## config.mk

```make
export PLATFORM = sky130hd
export DESIGN_NAME = hs32_fetch_flat
export DESIGN_NICKNAME = d
export VERILOG_FILES = /design/src/rtl/hs32_fetch_if.sv /design/src/rtl/hs32_fetch.sv /design/src/flat_wrapper.sv
export SDC_FILE = /design/constraint.sdc
export NUM_CORES = 1
export LEC_CHECK = 0
export ABC_CLOCK_PERIOD_IN_PS = 5500
export BUFFER_PORTS_ARGS = -buffer_cell sky130_fd_sc_hd__buf_2
export CORE_MARGIN = 2
export CORE_UTILIZATION = 30
export CTS_CLUSTER_SIZE = 10
export DETAILED_ROUTE_END_ITERATION = 10
export SYNTH_ARGS = -nofsm -noshare
export SYNTH_HDL_FRONTEND = slang
export SYNTH_SLANG_ARGS = --single-unit
```

## constraint.sdc

```tcl
create_clock -name clk -period 5.5 [get_ports clk]
set_clock_uncertainty 0.05 [all_clocks]
set_input_delay 1.1 -clock clk [delete_from_list [all_inputs] [get_ports clk]]
set_output_delay 1.1 -clock clk [all_outputs]
set_load 0.05 [all_outputs]
```

## src/rtl/hs32_fetch_if.sv

```systemverilog
// hs32_fetch_if: memory read port and pipeline output port of the hs32 fetch unit.
// The master modport is the fetch unit; the slave modport is its environment
// (memory plus execution pipeline plus redirect source).
interface hs32_fetch_if;
  // Memory request/grant port
  logic        mem_req_o;
  logic [31:0] mem_addr_o;
  logic        mem_gnt_i;
  logic        mem_rvalid_i;
  logic [31:0] mem_rdata_i;
  // Pipeline valid/ready port
  logic        valid_o;
  logic        ready_i;
  logic [31:0] op_o;
  logic        banksel_o;
  // Back-end redirect
  logic        redir_i;
  logic [31:0] redir_pc_i;
  logic        redir_bank_i;

  modport master (
    output mem_req_o, mem_addr_o, valid_o, op_o, banksel_o,
    input  mem_gnt_i, mem_rvalid_i, mem_rdata_i, ready_i,
           redir_i, redir_pc_i, redir_bank_i
  );

  modport slave (
    input  mem_req_o, mem_addr_o, valid_o, op_o, banksel_o,
    output mem_gnt_i, mem_rvalid_i, mem_rdata_i, ready_i,
           redir_i, redir_pc_i, redir_bank_i
  );
endinterface

```

## src/rtl/hs32_fetch.sv

```systemverilog
// hs32_fetch: sequential instruction fetch with prefetch FIFO and redirect flush.
// Build option HS32_FETCH_PREFETCH_EN: when defined, up to DEPTH words may be in
// flight or buffered; when undefined, a single word at a time is fetched.
module hs32_fetch #(
  parameter logic [31:0] RESET_PC = 32'h0000_0000,
  parameter int unsigned DEPTH    = 4
) (
  input  logic         clk,
  input  logic         reset,
  hs32_fetch_if.master bus
);

  localparam int unsigned PTR_W = (DEPTH > 1) ? $clog2(DEPTH) : 1;
  localparam int unsigned CNT_W = $clog2(DEPTH + 1);
  localparam int unsigned SUM_W = CNT_W + 1;

  logic [31:0]      pc_q, pc_d;
  logic [31:0]      addr_q, addr_d;
  logic             req_q, req_d;
  logic             stale_q, stale_d;
  logic             bank_q, bank_d;
  logic             valid_q, valid_d;
  logic [CNT_W-1:0] count_q, count_d;
  logic [CNT_W-1:0] outst_q, outst_d;
  logic [CNT_W-1:0] disc_q, disc_d;
  logic [PTR_W-1:0] rd_q, rd_d;
  logic [PTR_W-1:0] wr_q, wr_d;
  logic [32:0]      fifo_q [DEPTH];

  logic             grant_c, ret_c, push_c, pop_c, issue_ok_c;
  logic [SUM_W-1:0] credit_c;
  logic [31:0]      redir_pc_c;

  // Next-state: in-flight accounting, FIFO pointers, redirect flush, issue decision
  always_comb begin
    pc_d    = pc_q;
    addr_d  = addr_q;
    req_d   = req_q;
    stale_d = stale_q;
    bank_d  = bank_q;
    count_d = count_q;
    outst_d = outst_q;
    disc_d  = disc_q;
    rd_d    = rd_q;
    wr_d    = wr_q;

    redir_pc_c = {bus.redir_pc_i[31:2], 2'b00};
    grant_c    = req_q && bus.mem_gnt_i;
    ret_c      = bus.mem_rvalid_i && (outst_q != '0);
    push_c     = ret_c && (disc_q == '0) && !bus.redir_i;
    pop_c      = valid_q && bus.ready_i && !bus.redir_i;

    if (grant_c && !ret_c) begin
      outst_d = outst_q + CNT_W'(1);
    end else if (!grant_c && ret_c) begin
      outst_d = outst_q - CNT_W'(1);
    end

    if (ret_c && (disc_q != '0)) begin
      disc_d = disc_q - CNT_W'(1);
    end
    // A request left pending across a redirect belongs to the old stream.
    if (grant_c && stale_q) begin
      disc_d = disc_d + CNT_W'(1);
    end
    if (grant_c) begin
      stale_d = 1'b0;
    end

    if (push_c) begin
      wr_d = wr_q + PTR_W'(1);
    end
    if (pop_c) begin
      rd_d = rd_q + PTR_W'(1);
    end
    case ({push_c, pop_c})
      2'b10:   count_d = count_q + CNT_W'(1);
      2'b01:   count_d = count_q - CNT_W'(1);
      default: count_d = count_q;
    endcase

    if (bus.redir_i) begin
      count_d = '0;
      rd_d    = '0;
      wr_d    = '0;
      disc_d  = outst_d;
      bank_d  = bus.redir_bank_i;
      pc_d    = redir_pc_c;
      if (req_q && !grant_c) begin
        stale_d = 1'b1;
      end
    end

    credit_c = SUM_W'(count_d) + SUM_W'(outst_d);
`ifdef HS32_FETCH_PREFETCH_EN
    issue_ok_c = credit_c < SUM_W'(DEPTH);
`else
    issue_ok_c = credit_c == '0;
`endif

    // An ungranted request keeps its address; otherwise issue from pc if credit allows.
    if (req_q && !grant_c) begin
      req_d = 1'b1;
    end else begin
      req_d = issue_ok_c;
      if (issue_ok_c) begin
        addr_d = pc_d;
        pc_d   = pc_d + 32'd4;
      end
    end

    valid_d = count_d != '0;
  end

  // State registers and FIFO storage
  always_ff @(posedge clk) begin
    if (reset) begin
      pc_q    <= RESET_PC;
      addr_q  <= RESET_PC;
      req_q   <= 1'b0;
      stale_q <= 1'b0;
      bank_q  <= 1'b0;
      valid_q <= 1'b0;
      count_q <= '0;
      outst_q <= '0;
      disc_q  <= '0;
      rd_q    <= '0;
      wr_q    <= '0;
      for (int unsigned i = 0; i < DEPTH; i++) begin
        fifo_q[i] <= '0;
      end
    end else begin
      pc_q    <= pc_d;
      addr_q  <= addr_d;
      req_q   <= req_d;
      stale_q <= stale_d;
      bank_q  <= bank_d;
      valid_q <= valid_d;
      count_q <= count_d;
      outst_q <= outst_d;
      disc_q  <= disc_d;
      rd_q    <= rd_d;
      wr_q    <= wr_d;
      if (push_c) begin
        fifo_q[wr_q] <= {bank_q, bus.mem_rdata_i};
      end
    end
  end

  assign bus.mem_req_o  = req_q;
  assign bus.mem_addr_o = addr_q;
  assign bus.valid_o    = valid_q;
  assign bus.op_o       = fifo_q[rd_q][31:0];
  assign bus.banksel_o  = fifo_q[rd_q][32];

`ifndef SYNTHESIS
  // Memory must not return data that was never granted.
  always_ff @(posedge clk) begin
    if (!reset && bus.mem_rvalid_i) begin
      assert (outst_q != '0)
        else $error("hs32_fetch: read data returned with nothing outstanding");
    end
  end
`endif

endmodule

```

## src/flat_wrapper.sv

```systemverilog
// flat-port wrapper written by rule: the top's interface ports become plain ports
module hs32_fetch_flat 
#(
  parameter logic [31:0] RESET_PC = 32'h0000_0000,
  parameter int unsigned DEPTH    = 4
)
  (clk, reset, bus_mem_req_o, bus_mem_addr_o, bus_valid_o, bus_op_o, bus_banksel_o, bus_mem_gnt_i, bus_mem_rvalid_i, bus_mem_rdata_i, bus_ready_i, bus_redir_i, bus_redir_pc_i, bus_redir_bank_i);
  hs32_fetch_if bus_i ();
  input  logic clk;
  input  logic reset;
  output wire logic [$bits(bus_i.mem_req_o)-1:0] bus_mem_req_o;
  output wire logic [$bits(bus_i.mem_addr_o)-1:0] bus_mem_addr_o;
  output wire logic [$bits(bus_i.valid_o)-1:0] bus_valid_o;
  output wire logic [$bits(bus_i.op_o)-1:0] bus_op_o;
  output wire logic [$bits(bus_i.banksel_o)-1:0] bus_banksel_o;
  input wire logic [$bits(bus_i.mem_gnt_i)-1:0] bus_mem_gnt_i;
  input wire logic [$bits(bus_i.mem_rvalid_i)-1:0] bus_mem_rvalid_i;
  input wire logic [$bits(bus_i.mem_rdata_i)-1:0] bus_mem_rdata_i;
  input wire logic [$bits(bus_i.ready_i)-1:0] bus_ready_i;
  input wire logic [$bits(bus_i.redir_i)-1:0] bus_redir_i;
  input wire logic [$bits(bus_i.redir_pc_i)-1:0] bus_redir_pc_i;
  input wire logic [$bits(bus_i.redir_bank_i)-1:0] bus_redir_bank_i;
  assign bus_mem_req_o = bus_i.mem_req_o;
  assign bus_mem_addr_o = bus_i.mem_addr_o;
  assign bus_valid_o = bus_i.valid_o;
  assign bus_op_o = bus_i.op_o;
  assign bus_banksel_o = bus_i.banksel_o;
  assign bus_i.mem_gnt_i = bus_mem_gnt_i;
  assign bus_i.mem_rvalid_i = bus_mem_rvalid_i;
  assign bus_i.mem_rdata_i = bus_mem_rdata_i;
  assign bus_i.ready_i = bus_ready_i;
  assign bus_i.redir_i = bus_redir_i;
  assign bus_i.redir_pc_i = bus_redir_pc_i;
  assign bus_i.redir_bank_i = bus_redir_bank_i;
  hs32_fetch #(.RESET_PC(RESET_PC), .DEPTH(DEPTH)) u_core (.clk(clk), .reset(reset), .bus(bus_i));
endmodule
```

==> results.toml <==
[outcome]
status = "finished clean"

[clock_network]
cts_tree = "built"
cts_setup_buffers = 0
cts_max_path_buffers = 3
clk_latency_ps = 530
cts_root_buffer = "clkbuf_16"
numCtsBuffers = 26
cts_max_level = 1
path_clk_slew_ps = 60
cts_num_sinks = 215
holdBufCountCts = 0
post_cts_resized = 0

[power]
seqPwrFrac_pct = 37.0
pwr-share-clk_pct = 29.3
switching_share_pct = 36.68
intPower_mw = 3.428
p_leak_nw = 4.671
combPwrFrac_pct = 33.7
peakVddDrop_uv = 339.2
cellPowerDensity_mw_per_mm2 = 457.8
design_power_total_mw = 5.414
switchingPower_mw = 1.986

[critical_path]
start_kind = "flop"
r2r_cells = 15
critPathKind = "flop to flop"
worstReg2RegStart = "u_core.outst_q[0]"
timing.reg2reg.setup_slack_ps = 590
cp_max_fo = 7
rr_endpoint = "u_core.pc_q[30]"
critPathCaptureType = "flop"
crit_arrival_ps = 5280
required_ps = 5870

[die]
die_h_um = 185.3
initial_core_util_pct = 30.37
fp.dieW_um = 185.3
io_pins = 138
dieArea_mm2 = 0.03432
core_mm2 = 0.03245
row_count = 66

[hold_path]
hold_class = "flop to flop"
hold_depth = 1
hold_end = "u_core.pc_q[1]"
min-delay-start = "u_core.pc_q[1]"

[synth]
synth_seq_cells = 215
synth.avg_cell_area_um2 = 11.68
syn_area_mm2 = 0.009857
ys_types = 61
synth_top_area_share_pct = 40.21
netlist_top_cells_area = "edfxtp_1 40%, dfxtp_1 17%, mux4_2 7.5%, nor2_1 5.0%, mux2i_1 3.4%"
synth_flop_cell = "edfxtp_1"
ys_async_sr_fraction_pct = 0
netlist_instances = 844
yosysWarnings = 0
synth_top_area_cell = "edfxtp_1"
seq_area_frac_synth_pct = 57.07
synth_most_common_cell = "edfxtp_1"
synth_edf_count = 132
synthesis.nets = 928
synth_common_cells = "132 x edfxtp_1, 131 x nor2_1, 83 x dfxtp_1"

[detailed_routing]
firstDrtPassIters = 4
avgViaCountPerCell = 4.721
drc = 0
postRouteAntennaNets = 0
num_vias = 6760
drt_iter0_drc = 345
wl_per_cell_um = 16.44
wl_um = 23550

[grt]
grt_pass1_wl_um = 36470
grt_use_total_pct = 13.62
grt_max_degree = 86
grt_pass1_vias = 6794
antenna_found_initial = 6
grt-ovfl-total = 0

[sta]
hold_viol_final = 0
max_slew.worst_pin.slew_ps = 971.8
setup_viol = 0
rsz0062_at_grt = "no"
setup_slack_ps = 589.0
finalCritPeriodShare_pct = 89.29
slew_headroom_pct = 35.22
holdWs_ps = 426.9
min_period_ps = 4911
setup_tns_ps = 0
slew_violations = 0
fmax_ghz = 0.2036

[finish]
synthToLayoutAreaGrowth_pct = 19.98
final_net_count = 1055
fillers = 3202
final_util_pct = 36.44
layout-drive-gt1-share_pct = 24.06

[place]
dpl_worst_slack_ps = 227.7
port_buffers = 135
hpwl_um = 15400
gp_congestion = 0.7819

[run]
max-cap-violations = 0
-- how the worst max path moves through the flow --
stage                            startpoint              end  slack [ps]  cells past startpoint
after floorplan                 bus_redir_i  u_core.pc_q[22]         160                     17
after global placement     bus_mem_rvalid_i  u_core.pc_q[30]         260                     13
after detailed placement   bus_mem_rvalid_i  u_core.pc_q[30]         230                     13
after CTS                 u_core.outst_q[0]  u_core.pc_q[30]         620                     15
after global routing      u_core.outst_q[0]  u_core.pc_q[22]         340                     15
final                     u_core.outst_q[0]  u_core.pc_q[30]         590                     15
-- through the flow --
stage	std cells	area, um2
after detailed placement	1385	11040
final	1432	11830
after CTS	1431	11820
after global placement	1385	11040
after global routing	1432	11830
after floorplan	844	9857
-- power groups by stage --
stage               clock network [mW]  registers, mW  logic [mW]
floorplan                            0           2.30        1.13
global placement                     0           2.03        1.82
detailed placement                   0           2.04        1.85
CTS                               1.63           2.00        1.86
global route                      1.69           2.02        2.04
finish                            1.58           2.00        1.83
-- state kept, by name, summed over array words and instances, names as in the netlist, named ones only --
| register | flops |
|---|---|
| u_core.bus.valid_o | 1 |
| u_core.pc_q | 32 |
| u_core.bus.mem_addr_o | 32 |
| u_core.bus.mem_req_o | 1 |
| u_core.count_q | 3 |
| u_core.stale_q | 1 |
| u_core.bank_q | 1 |
| u_core.fifo_q | 132 |
| u_core.rd_q | 2 |
| u_core.outst_q | 3 |
| u_core.disc_q | 3 |
| u_core.wr_q | 2 |
-- logic make-up after synthesis --
kind of cell | count (synthesis) | share of synthesized area (%)
compound gates | 88 | 6.664
xor+xnor | 20 | 1.777
fa+ha+maj | 15 | 2.006
buf+inv | 96 | 3.922
flops | 215 | 57.07
mux | 71 | 11.46
simple gates | 339 | 17.10
-- placed cells by master, fill, tap and decap left out, types with 3 or more instances in the layout --
master / n
buf_2: 134
edfxtp_1: 132
nor2_1: 130
dfxtp_1: 82
nand2_1: 49
inv_1: 46
and2_1: 41
mux2i_1: 33
mux4_2: 33
a211oi_1: 30
clkbuf_16: 26
nand3_1: 23
nor3_1: 19
buf_4: 15
xnor2_1: 14
clkbuf_1: 14
nand3b_1: 13
nor4_1: 11
ha_1: 11
nand2b_1: 9
o31a_1: 9
a21oi_1: 8
nand4_1: 7
nor2b_1: 7
xor2_1: 6
o21ai_0: 6
or2_2: 6
mux2_2: 5
clkbuf_8: 5
a22o_1: 4
a22oi_1: 4
a21boi_0: 4
and3_1: 3
nand4b_1: 3
o21bai_4: 3
o21a_1: 3
nor3b_1: 3
and4_1: 3
-- critical path, stage by stage (launching register included) --
cell and delay, ps:
dfxtp_1 370, inv_1 80, ha_1 190, nand2b_1 160, nand2_1 170, or3_1 460, ha_1 280, fa_1 440
mux2i_1 230, nor2_1 120, fa_1 520, nor3_1 310, and3_1 320, nand4_2 290, nor3_1 450, mux2_2 370
-- layer usage --
layer	global-route usage, %	vias to the layer above	wire (um)
li1	-	3306	-
met2	23.55	172	11300
met1	16.96	3231	10190
met3	3.677	41	1550
met4	2.952	10	433
met5	0	-	73
-- layout make-up --
type / count / area (um2) / share of cell area [%]
antenna: 1 / 2.502 / 0.02116
clock inverter: 1 / 16.27 / 0.1375
inverter: 46 / 172.7 / 1.460
timing repair buffer: 149 / 783.3 / 6.623
multi-input combinational: 533 / 3900 / 32.98
clock buffer: 45 / 772.0 / 6.528
tap: 442 / 553.0 / 4.676
sequential: 215 / 5627 / 47.58
No activity file was read; power rests on OpenSTA's default activity.
